File: config.mk
export PLATFORM = sky130hd
export DESIGN_NAME = uart_rx_frame_ctrl
export DESIGN_NICKNAME = d
export VERILOG_FILES = /design/src/rtl/uart_rx_frame_ctrl.sv
export SDC_FILE = /design/constraint.sdc
export NUM_CORES = 1
export LEC_CHECK = 0
export BUFFER_PORTS_ARGS = -buffer_cell sky130_fd_sc_hd__buf_2
export CAP_MARGIN = 30
export CORE_MARGIN = 2
export CORE_UTILIZATION = 28
export CTS_CLUSTER_DIAMETER = 100
export DETAILED_ROUTE_END_ITERATION = 6
export HOLD_SLACK_MARGIN = 0.12
export PLACE_DENSITY = 0.44
export SLEW_MARGIN = 40
export SYNTH_ARGS = -nofsm -noshare
export SYNTH_HDL_FRONTEND = slang
export SYNTH_SLANG_ARGS = --single-unit
File: constraint.sdc
create_clock -name CLK -period 3.9 [get_ports CLK]
set_input_delay 0.195 -clock CLK [delete_from_list [all_inputs] [get_ports CLK]]
set_output_delay 0.195 -clock CLK [all_outputs]
set_load 0.005 [all_outputs]
File: src/rtl/uart_rx_frame_ctrl.sv
// UART receive controller: frame FSM, oversampled 3-point majority bit recovery,
// run-time frame format (5-8 data bits, parity, 1/2 stop bits), break detection.
module uart_rx_frame_ctrl #(
  parameter int MAX_DATA_WIDTH = 8,
  parameter int PRESCALE_BITS  = 6,
  parameter int BIT_CNT_BITS   = 4
) (
  input  logic                      CLK,
  input  logic                      RST,
  input  logic                      RX_IN,
  input  logic [PRESCALE_BITS-1:0]  Prescale,
  input  logic                      PAR_EN,
  input  logic                      PAR_TYP,
  input  logic [1:0]                DATA_LEN,
  input  logic                      STP2,
  output logic [MAX_DATA_WIDTH-1:0] P_DATA,
  output logic                      DATA_VALID,
  output logic                      PAR_ERR,
  output logic                      STP_ERR,
  output logic                      BRK_DET,
  output logic                      BUSY
);

  // DATA_VALID is a one-cycle strobe with no ready: the consumer must take
  // P_DATA in that cycle; P_DATA then holds until the next good frame.

  typedef enum logic [2:0] {
    S_LINE_WAIT, S_IDLE, S_START, S_DATA, S_PARITY, S_STOP, S_CHECK
  } state_t;

  localparam logic [PRESCALE_BITS-1:0] ONE_P = PRESCALE_BITS'(1);
  localparam logic [BIT_CNT_BITS-1:0]  ONE_B = BIT_CNT_BITS'(1);

  state_t                     state, next_state;
  logic [PRESCALE_BITS-1:0]   edge_cnt, half, cfg_p;
  logic [BIT_CNT_BITS-1:0]    bit_cnt, n_bits;
  logic [1:0]                 samp, cfg_dlen;
  logic                       bit_q, cfg_par_en, cfg_par_typ, cfg_stp2;
  logic [MAX_DATA_WIDTH-1:0]  shift_r, data_rj;
  logic                       par_q, stop1_q, stop_bad_q;
  logic                       in_bit, at_m_lo, at_m, at_m_hi, end_bit;
  logic                       maj_now, bit_now, last_data, last_stop;
  logic                       stop1_f, stop_bad_f, brk_f, par_bad_f, ok_f, enter_start;

  always_comb begin
    in_bit      = state inside {S_START, S_DATA, S_PARITY, S_STOP};
    half        = cfg_p >> 1;
    at_m_lo     = (edge_cnt == half - ONE_P);
    at_m        = (edge_cnt == half);
    at_m_hi     = (edge_cnt == half + ONE_P);
    end_bit     = (edge_cnt == cfg_p - ONE_P);
    maj_now     = (samp[1] & samp[0]) | ((samp[1] | samp[0]) & RX_IN);
    // When the third sample lands on the last edge, the stored bit is not ready yet.
    bit_now     = at_m_hi ? maj_now : bit_q;
    n_bits      = BIT_CNT_BITS'(5) + BIT_CNT_BITS'(cfg_dlen);
    last_data   = (bit_cnt == n_bits - ONE_B);
    last_stop   = (bit_cnt == BIT_CNT_BITS'(cfg_stp2));
    data_rj     = shift_r >> (BIT_CNT_BITS'(MAX_DATA_WIDTH) - n_bits);
    stop1_f     = (bit_cnt == '0) ? bit_now : stop1_q;
    stop_bad_f  = stop_bad_q | ~bit_now;
    brk_f       = (data_rj == '0) && !(cfg_par_en && par_q) && !stop1_f;
    par_bad_f   = cfg_par_en && ((^data_rj ^ par_q) != cfg_par_typ) && !brk_f;
    ok_f        = !(brk_f || par_bad_f || stop_bad_f);
  end

  always_comb begin
    next_state = state;
    unique case (state)
      S_LINE_WAIT: if (RX_IN) next_state = S_IDLE;
      S_IDLE:      if (!RX_IN) next_state = S_START;
      S_START: begin
        if (at_m_hi && maj_now) next_state = S_IDLE;
        else if (end_bit)       next_state = S_DATA;
      end
      S_DATA:   if (end_bit && last_data) next_state = cfg_par_en ? S_PARITY : S_STOP;
      S_PARITY: if (end_bit) next_state = S_STOP;
      S_STOP:   if (end_bit && last_stop) next_state = S_CHECK;
      S_CHECK: begin
        if (BRK_DET)     next_state = S_LINE_WAIT;
        else if (!RX_IN) next_state = S_START;
        else             next_state = S_IDLE;
      end
      default: next_state = S_LINE_WAIT;
    endcase
    enter_start = (next_state == S_START) && (state != S_START);
  end

  always_ff @(posedge CLK or posedge RST) begin
    if (RST) state <= S_LINE_WAIT;
    else     state <= next_state;
  end

  always_ff @(posedge CLK or posedge RST) begin
    if (RST) begin
      edge_cnt    <= '0;
      bit_cnt     <= '0;
      samp        <= '0;
      bit_q       <= 1'b0;
      cfg_p       <= '0;
      cfg_par_en  <= 1'b0;
      cfg_par_typ <= 1'b0;
      cfg_dlen    <= '0;
      cfg_stp2    <= 1'b0;
      shift_r     <= '0;
      par_q       <= 1'b0;
      stop1_q     <= 1'b0;
      stop_bad_q  <= 1'b0;
      P_DATA      <= '0;
      DATA_VALID  <= 1'b0;
      PAR_ERR     <= 1'b0;
      STP_ERR     <= 1'b0;
      BRK_DET     <= 1'b0;
      BUSY        <= 1'b0;
    end else begin
      DATA_VALID <= 1'b0;
      PAR_ERR    <= 1'b0;
      STP_ERR    <= 1'b0;
      BRK_DET    <= 1'b0;
      BUSY       <= (next_state != S_IDLE);

      if (in_bit && (next_state == state) && !end_bit) edge_cnt <= edge_cnt + ONE_P;
      else                                             edge_cnt <= '0;

      if (next_state != state)  bit_cnt <= '0;
      else if (in_bit && end_bit) bit_cnt <= bit_cnt + ONE_B;

      if (in_bit && (at_m_lo || at_m)) samp  <= {samp[0], RX_IN};
      if (in_bit && at_m_hi)           bit_q <= maj_now;

      if (enter_start) begin
        cfg_p       <= Prescale;
        cfg_par_en  <= PAR_EN;
        cfg_par_typ <= PAR_TYP;
        cfg_dlen    <= DATA_LEN;
        cfg_stp2    <= STP2;
        shift_r     <= '0;
        par_q       <= 1'b0;
        stop1_q     <= 1'b1;
        stop_bad_q  <= 1'b0;
      end else if (end_bit) begin
        case (state)
          S_DATA:   shift_r <= {bit_now, shift_r[MAX_DATA_WIDTH-1:1]};
          S_PARITY: par_q   <= bit_now;
          S_STOP: begin
            stop1_q    <= stop1_f;
            stop_bad_q <= stop_bad_f;
          end
          default: ;
        endcase
      end

      // Flags are registered so they are high exactly while the FSM sits in CHECK.
      if (state == S_STOP && next_state == S_CHECK) begin
        DATA_VALID <= ok_f;
        PAR_ERR    <= par_bad_f;
        STP_ERR    <= stop_bad_f;
        BRK_DET    <= brk_f;
        if (ok_f) P_DATA <= data_rj;
      end
    end
  end

endmodule

Word-level counts from Yosys, hierarchy flattened
Index checks and enable logic that the tools add are counted.

word-level totals
  register bits after elaboration = 51
  bits in latches = 0
  RAM bits = 0
  memory bits (read-only) = 0
  input bits = 14
  logic and storage cells = 125
  memories kept = 0

operators by class
  add/subtract/negate cells = 8
  $mul = 0
  div/mod/pow operators = 0
  $lt $le $gt $ge = 0
  equal/unequal tests = 19
  shift-type cells = 1
  mux-type cells = 32
  bitwise gates (word level) = 8
  reduce and logical (&&, ||, !) cells = 37

operator list
  operator                                                             number
  8-bit 2-to-1 mux                                                     3
  3-bit 2-to-1 mux                                                     7
  3-bit one-hot mux with 7 select lines                                1
  6-bit == test                                                        3
  1-bit 2-to-1 mux                                                     16
  1-bit logical AND                                                    15
  3-bit == test (second input constant)                                4
  2-bit nonzero test                                                   5
  3-bit by 2-bit == test with 1-bit output (second input constant)     3
  8-bit zero test                                                      1
  4-bit 2-to-1 mux                                                     2
  2-bit AND reduction                                                  4
  8-bit XOR reduction                                                  1
  8-bit by 4-bit right shift with 8-bit output                         1
  5-bit by 1-bit adder with 6-bit output (second input constant)       1
  6-bit by 1-bit adder with 6-bit output (second input constant)       1
  6-bit by 5-bit == test with 1-bit output                             1
  6-bit 2-to-1 mux                                                     1
  5-bit by 1-bit subtractor with 6-bit output (second input constant)  1
  6-bit by 1-bit subtractor with 6-bit output (second input constant)  1
  1-bit zero test                                                      5
  3-bit by 2-bit adder with 4-bit output (first input constant)        1
  4-bit by 1-bit adder with 4-bit output (second input constant)       1
  4-bit by 1-bit == test with 1-bit output                             1
  18 further kinds                                                     25

Depth between registers and ports, before layout
  depth after elaboration = 13
  mapped depth = 14
  depth with buffers taken out = 12

Worst setup path before layout
Ideal clock, no wire load.

  path kind = reg-to-reg
  start point = reg cfg_dlen[0]
  end point = reg P_DATA[7]
  setup time = 0.080 ns
  arrival time = 3.037 ns
  slack = 0.783 ns
  stages on the path, launching flop included = 13
  path buffers = 2
  clock period less this slack = 3.117 ns
  path through = dfrtp_1 ha_1 buf_2 mux4_2 nand2_1 ha_1 xnor2_1 xnor3_1 and2_1 a211oi_1 o211a_1 buf_6 mux2i_1

on the way
  word-level cells in the longest chain between the ends = 12

RTL lines
  item                                                           RTL line  text
  from (decl)                                                    37        logic [1:0] samp, cfg_dlen;
  from (signal assigned)                                         102       cfg_dlen <= '0;
  from (signal assigned)                                         134       cfg_dlen <= DATA_LEN;
  3-bit by 2-bit adder with 4-bit output (*)                     55        n_bits = BIT_CNT_BITS'(5) + BIT_CNT_BITS'(cfg_dlen);
  4-bit subtractor                                               58        data_rj = shift_r >> (BIT_CNT_BITS'(MAX_DATA_WIDTH) - n_bits);
  8-bit by 4-bit right shift with 8-bit output                   58
  8-bit XOR reduction / 8-bit zero test (equally long branches)  62, 61
  1-bit bitwise XOR / 1-bit logical AND (equally long branches)  62, 61
  1-bit != test / 1-bit logical AND (equally long branches)      62, 61
  1-bit logical AND / 1-bit zero test (equally long branches)    62        par_bad_f = cfg_par_en && ((^data_rj ^ par_q) != cfg_par_typ) && !brk_f;
  1-bit logical AND                                              62
  1-bit logical OR (2 in a row)                                  63        ok_f = !(brk_f || par_bad_f || stop_bad_f);
  1-bit inverter (no line)                                       n/a
  2-bit AND reduction (no line)                                  n/a
  to (signal assigned)                                           158       if (ok_f) P_DATA <= data_rj;
  to (decl)                                                      16        output logic [MAX_DATA_WIDTH-1:0] P_DATA,

Mark *: on every way between the ends. The rest lies on a longest branch, timed or not.
A chain may end at the register's enable or synchronous reset.

Worst setup path in the final report
  start point = reg cfg_dlen[0]
  end point = reg P_DATA[2]

Same word-level chain as after synthesis.

==> metrics.json <==
{
  "latest_clock_arrival_within_the_worst_skew_pair_ns": 0.29,
  "fp-row-count": 39,
  "cell_area_after_synthesis_sq_um": 3270,
  "outcome": "finished, final reports clean",
  "detailedRoute.firstIterationViolations": 99,
  "cts.clk_slew.worst_paths_ns": 0.07,
  "area.growth.synth_to_final_pct": 14.3,
  "yosys_most_used_dff": "dfrtp_1",
  "post-route-min-period_ns": 3.61,
  "regToRegStartpoint": "cfg_dlen[0]",
  "tns_ns": 0,
  "timing.fmax_mhz": 277,
  "routabilityCongestion": 0.780,
  "die_area_sq_um": 12600,
  "drt-wirelength-per-cell_um": 15.0,
  "skew_ns": 0.00833,
  "ys_types": 61,
  "tightestPinTransition_ns": 0.755,
  "synth_largest_type_area_fraction_pct": 39.0,
  "cts.htree.levels": 2,
  "numPortBuffers": 26,
  "power_leakage_nw": 1.57,
  "maximum_number_of_buffers_from_clock_root_to_sink": 2,
  "area.sequential_sq_um": 1280,
  "cts_tree": "done",
  "critical_path.endpoint_type": "flip-flop",
  "rsz0062_at_grt": "no",
  "final-setup-viol-count": 0,
  "antenna-diode-count": 0,
  "timing.critical_path.arrival_ns": 3.83,
  "numCtsBuffers": 5,
  "ioPinCount": 27,
  "synthCells": 322,
  "vias": 2484,
  "min_period_over_period_pct": 92.6,
  "die_width_um": 112,
  "maxCapViolCount": 0,
  "final_max_slew_viol_count": 0,
  "synth_area_leader_cell": "dfrtp_1",
  "drive_above_1_share_pct": 20.2,
  "kind_of_critical_path": "flip-flop to flip-flop",
  "detailedRoute.firstPassIterationCount": 4,
  "final.fill_count": 1217,
  "reg2reg_depth": 10,
  "grt_pass1_wl_mm": 12.8,
  "layout_setup_ws_ns": 0.288,
  "placeableCoreArea_sq_um": 11400,
  "worst_ep_required_time_ns": 4.12,
  "antenna_found_initial": 1,
  "register_to_register_setup_slack_ns": 0.29,
  "place_ws_ns": 0.268,
  "routed_wirelength_mm": 7.42,
  "worst_r2r_dst": "P_DATA[2]",
  "initial_core_util_pct": 28.7,
  "worst_setup_path_start": "cfg_dlen[0]",
  "hold_path_class": "input pin to flip-flop",
  "worst_hold_slack_ns": 0.128,
  "peakVddDrop_mv": 0.284,
  "syn-mean-instance-area_sq_um": 10.2,
  "grt_pass1_vias": 2439,
  "synth_seq_area_share_pct": 39.0,
  "cts_num_sinks": 51,
  "grt_start_max_net_pins": 33,
  "finish.cell_count_without_fillers": 494,
  "grt_util_all_layers_pct": 12.5,
  "die_ht_um": 112,
  "drc": 0,
  "critPathMaxFanout": 9,
  "route.antenna.remaining_nets": 0,
  "final-hold-violation-count": 0,
  "async_flop_share_pct": 100,
  "vias_per_cell": 5.03,
  "setup.worst_path.start_class": "flip-flop",
  "final_net_count": 377,
  "multi_input_comb_area_sq_um": 1870,
  "power_density_nw_per_um2": 813,
  "cts_root_buf": "clkbuf_16",
  "timing.max_slew.rel_slack_pct": 49.7,
  "number_of_warnings_issued_by_yosys": 0,
  "critPathCapture": "P_DATA[2]",
  "flops_latches_synth": 51,
  "fin_total_pwr_mw": 3.04,
  "synth-edff-count": 0,
  "synthTopCellsByArea": "dfrtp_1, mux2i_1, ha_1, xnor2_1, mux2_2",
  "placedCellCount": 482,
  "total_overflow_reported_by_the_global_router": 0,
  "postSynthNetCount": 349,
  "detailed_place_hpwl_mm": 5.60
}
## synthesized netlist by cell type (4+ instances only)
cell type and n:
a211o_1 4, a211oi_1 4, a21oi_1 7, a31oi_1 6, and2_1 6, buf_2 5
dfrtp_1 51, ha_1 13, inv_1 16, mux2_2 12, mux2i_1 17, mux4_2 5
nand2_1 20, nand2b_1 4, nand3_1 11, nand4_1 6, nor2_1 30, nor2b_1 4
nor3_1 9, o21ai_0 11, or3_1 4, xnor2_1 18, xor2_1 8
## what timing repair did
item                                   in CTS  in global routing
gates resized for setup                     0                  0
setup buffers                               0                  0
hold buffers                                4                  0
endpoints found under the hold margin      22                  0
## power breakdown
group          switching (mW)  internal [mW]
combinational           0.847          0.778
clock                   0.203          0.257
sequential              0.273          0.686
total                    1.32           1.72
## logic make-up after synthesis
group | Yosys count | synth area share [%]
simple gates | 113 | 18.4
fa+ha+maj | 14 | 5.27
mux | 34 | 12.8
flops | 51 | 39.0
buf+inv | 29 | 4.36
xor+xnor | 29 | 8.64
compound gates | 52 | 11.6
## critical path, stage by stage (launching register included)
cell and delay [ns]:
dfrtp_1 0.42, ha_1 0.57, mux4_2 0.55, nand2_1 0.11, ha_1 0.25, xnor2_1 0.18
xnor3_1 0.40, and2_1 0.19, a211oi_1 0.18, o211a_1 0.46, mux2i_1 0.24
## stage by stage
step	utilization [%]	area [sq um]
after global routing	32.8	3740
final	32.8	3740
after detailed placement	31.0	3540
after global placement	31.0	3540
after floorplan	-	3270
after CTS	32.7	3730
## area by class of cell
type	count	share of cell area [%]
multi-input cells	242	50.0
flip-flops and latches	51	34.1
repair buffers	34	5.35
well taps	143	4.78
clock buffers	6	3.71
inverters	16	1.60
clock inverters	2	0.435
## worst min path at each step
stage / start / to / slack (ns) / cells after the start
CTS: PAR_TYP / cfg_par_typ / 0.13 / 2
global placement: RST / edge_cnt[1] / 0.22 / 2
floorplan: Prescale[0] / cfg_p[0] / 0.31 / 2
detailed placement: RST / edge_cnt[1] / 0.22 / 2
global route: PAR_EN / cfg_par_en / 0.13 / 2
finish: PAR_TYP / cfg_par_typ / 0.13 / 2
## layer usage
metal	share of wire [%]	global-route usage, %	vias up
met1	51	17.8	1210
li1	-	-	1225
met4	1.3	3.41	0
met2	44	19.5	39
met3	3.2	2.48	10
met5	0	0	-
## cells in the final DEF (no fill, tap or decap), types with 2 or more instances in the layout
| cell type | count |
|---|---|
| buf_4 | 4 |
| o21ai_0 | 11 |
| nor2b_1 | 4 |
| xnor2_1 | 17 |
| nand4_1 | 6 |
| nor3_1 | 9 |
| inv_1 | 15 |
| or3_1 | 4 |
| dfrtp_1 | 51 |
| xnor2_2 | 3 |
| and2_1 | 6 |
| a31oi_1 | 6 |
| or4_1 | 2 |
| clkbuf_16 | 5 |
| mux4_2 | 5 |
| and3b_1 | 2 |
| nand3b_1 | 3 |
| o211ai_1 | 2 |
| mux2i_1 | 17 |
| nand2_1 | 20 |
| dlygate4sd3_1 | 4 |
| xor2_1 | 8 |
| ha_1 | 13 |
| nand2b_1 | 4 |
| nand3_1 | 11 |
| a211o_1 | 4 |
| mux2_2 | 12 |
| o211a_1 | 2 |
| nor2_1 | 29 |
| and3_1 | 2 |
| a21oi_1 | 7 |
| nor4b_1 | 2 |
| buf_2 | 26 |
| a211oi_1 | 4 |
## flip-flops by register name, indices dropped and copies added (netlist names), 2 cells and up
| name | count |
|---|---|
| cfg_dlen | 2 |
| samp | 2 |
| P_DATA | 8 |
| state | 3 |
| cfg_p | 6 |
| edge_cnt | 6 |
| bit_cnt | 4 |
| shift_r | 8 |
No activity file was read; power rests on OpenSTA's default activity.
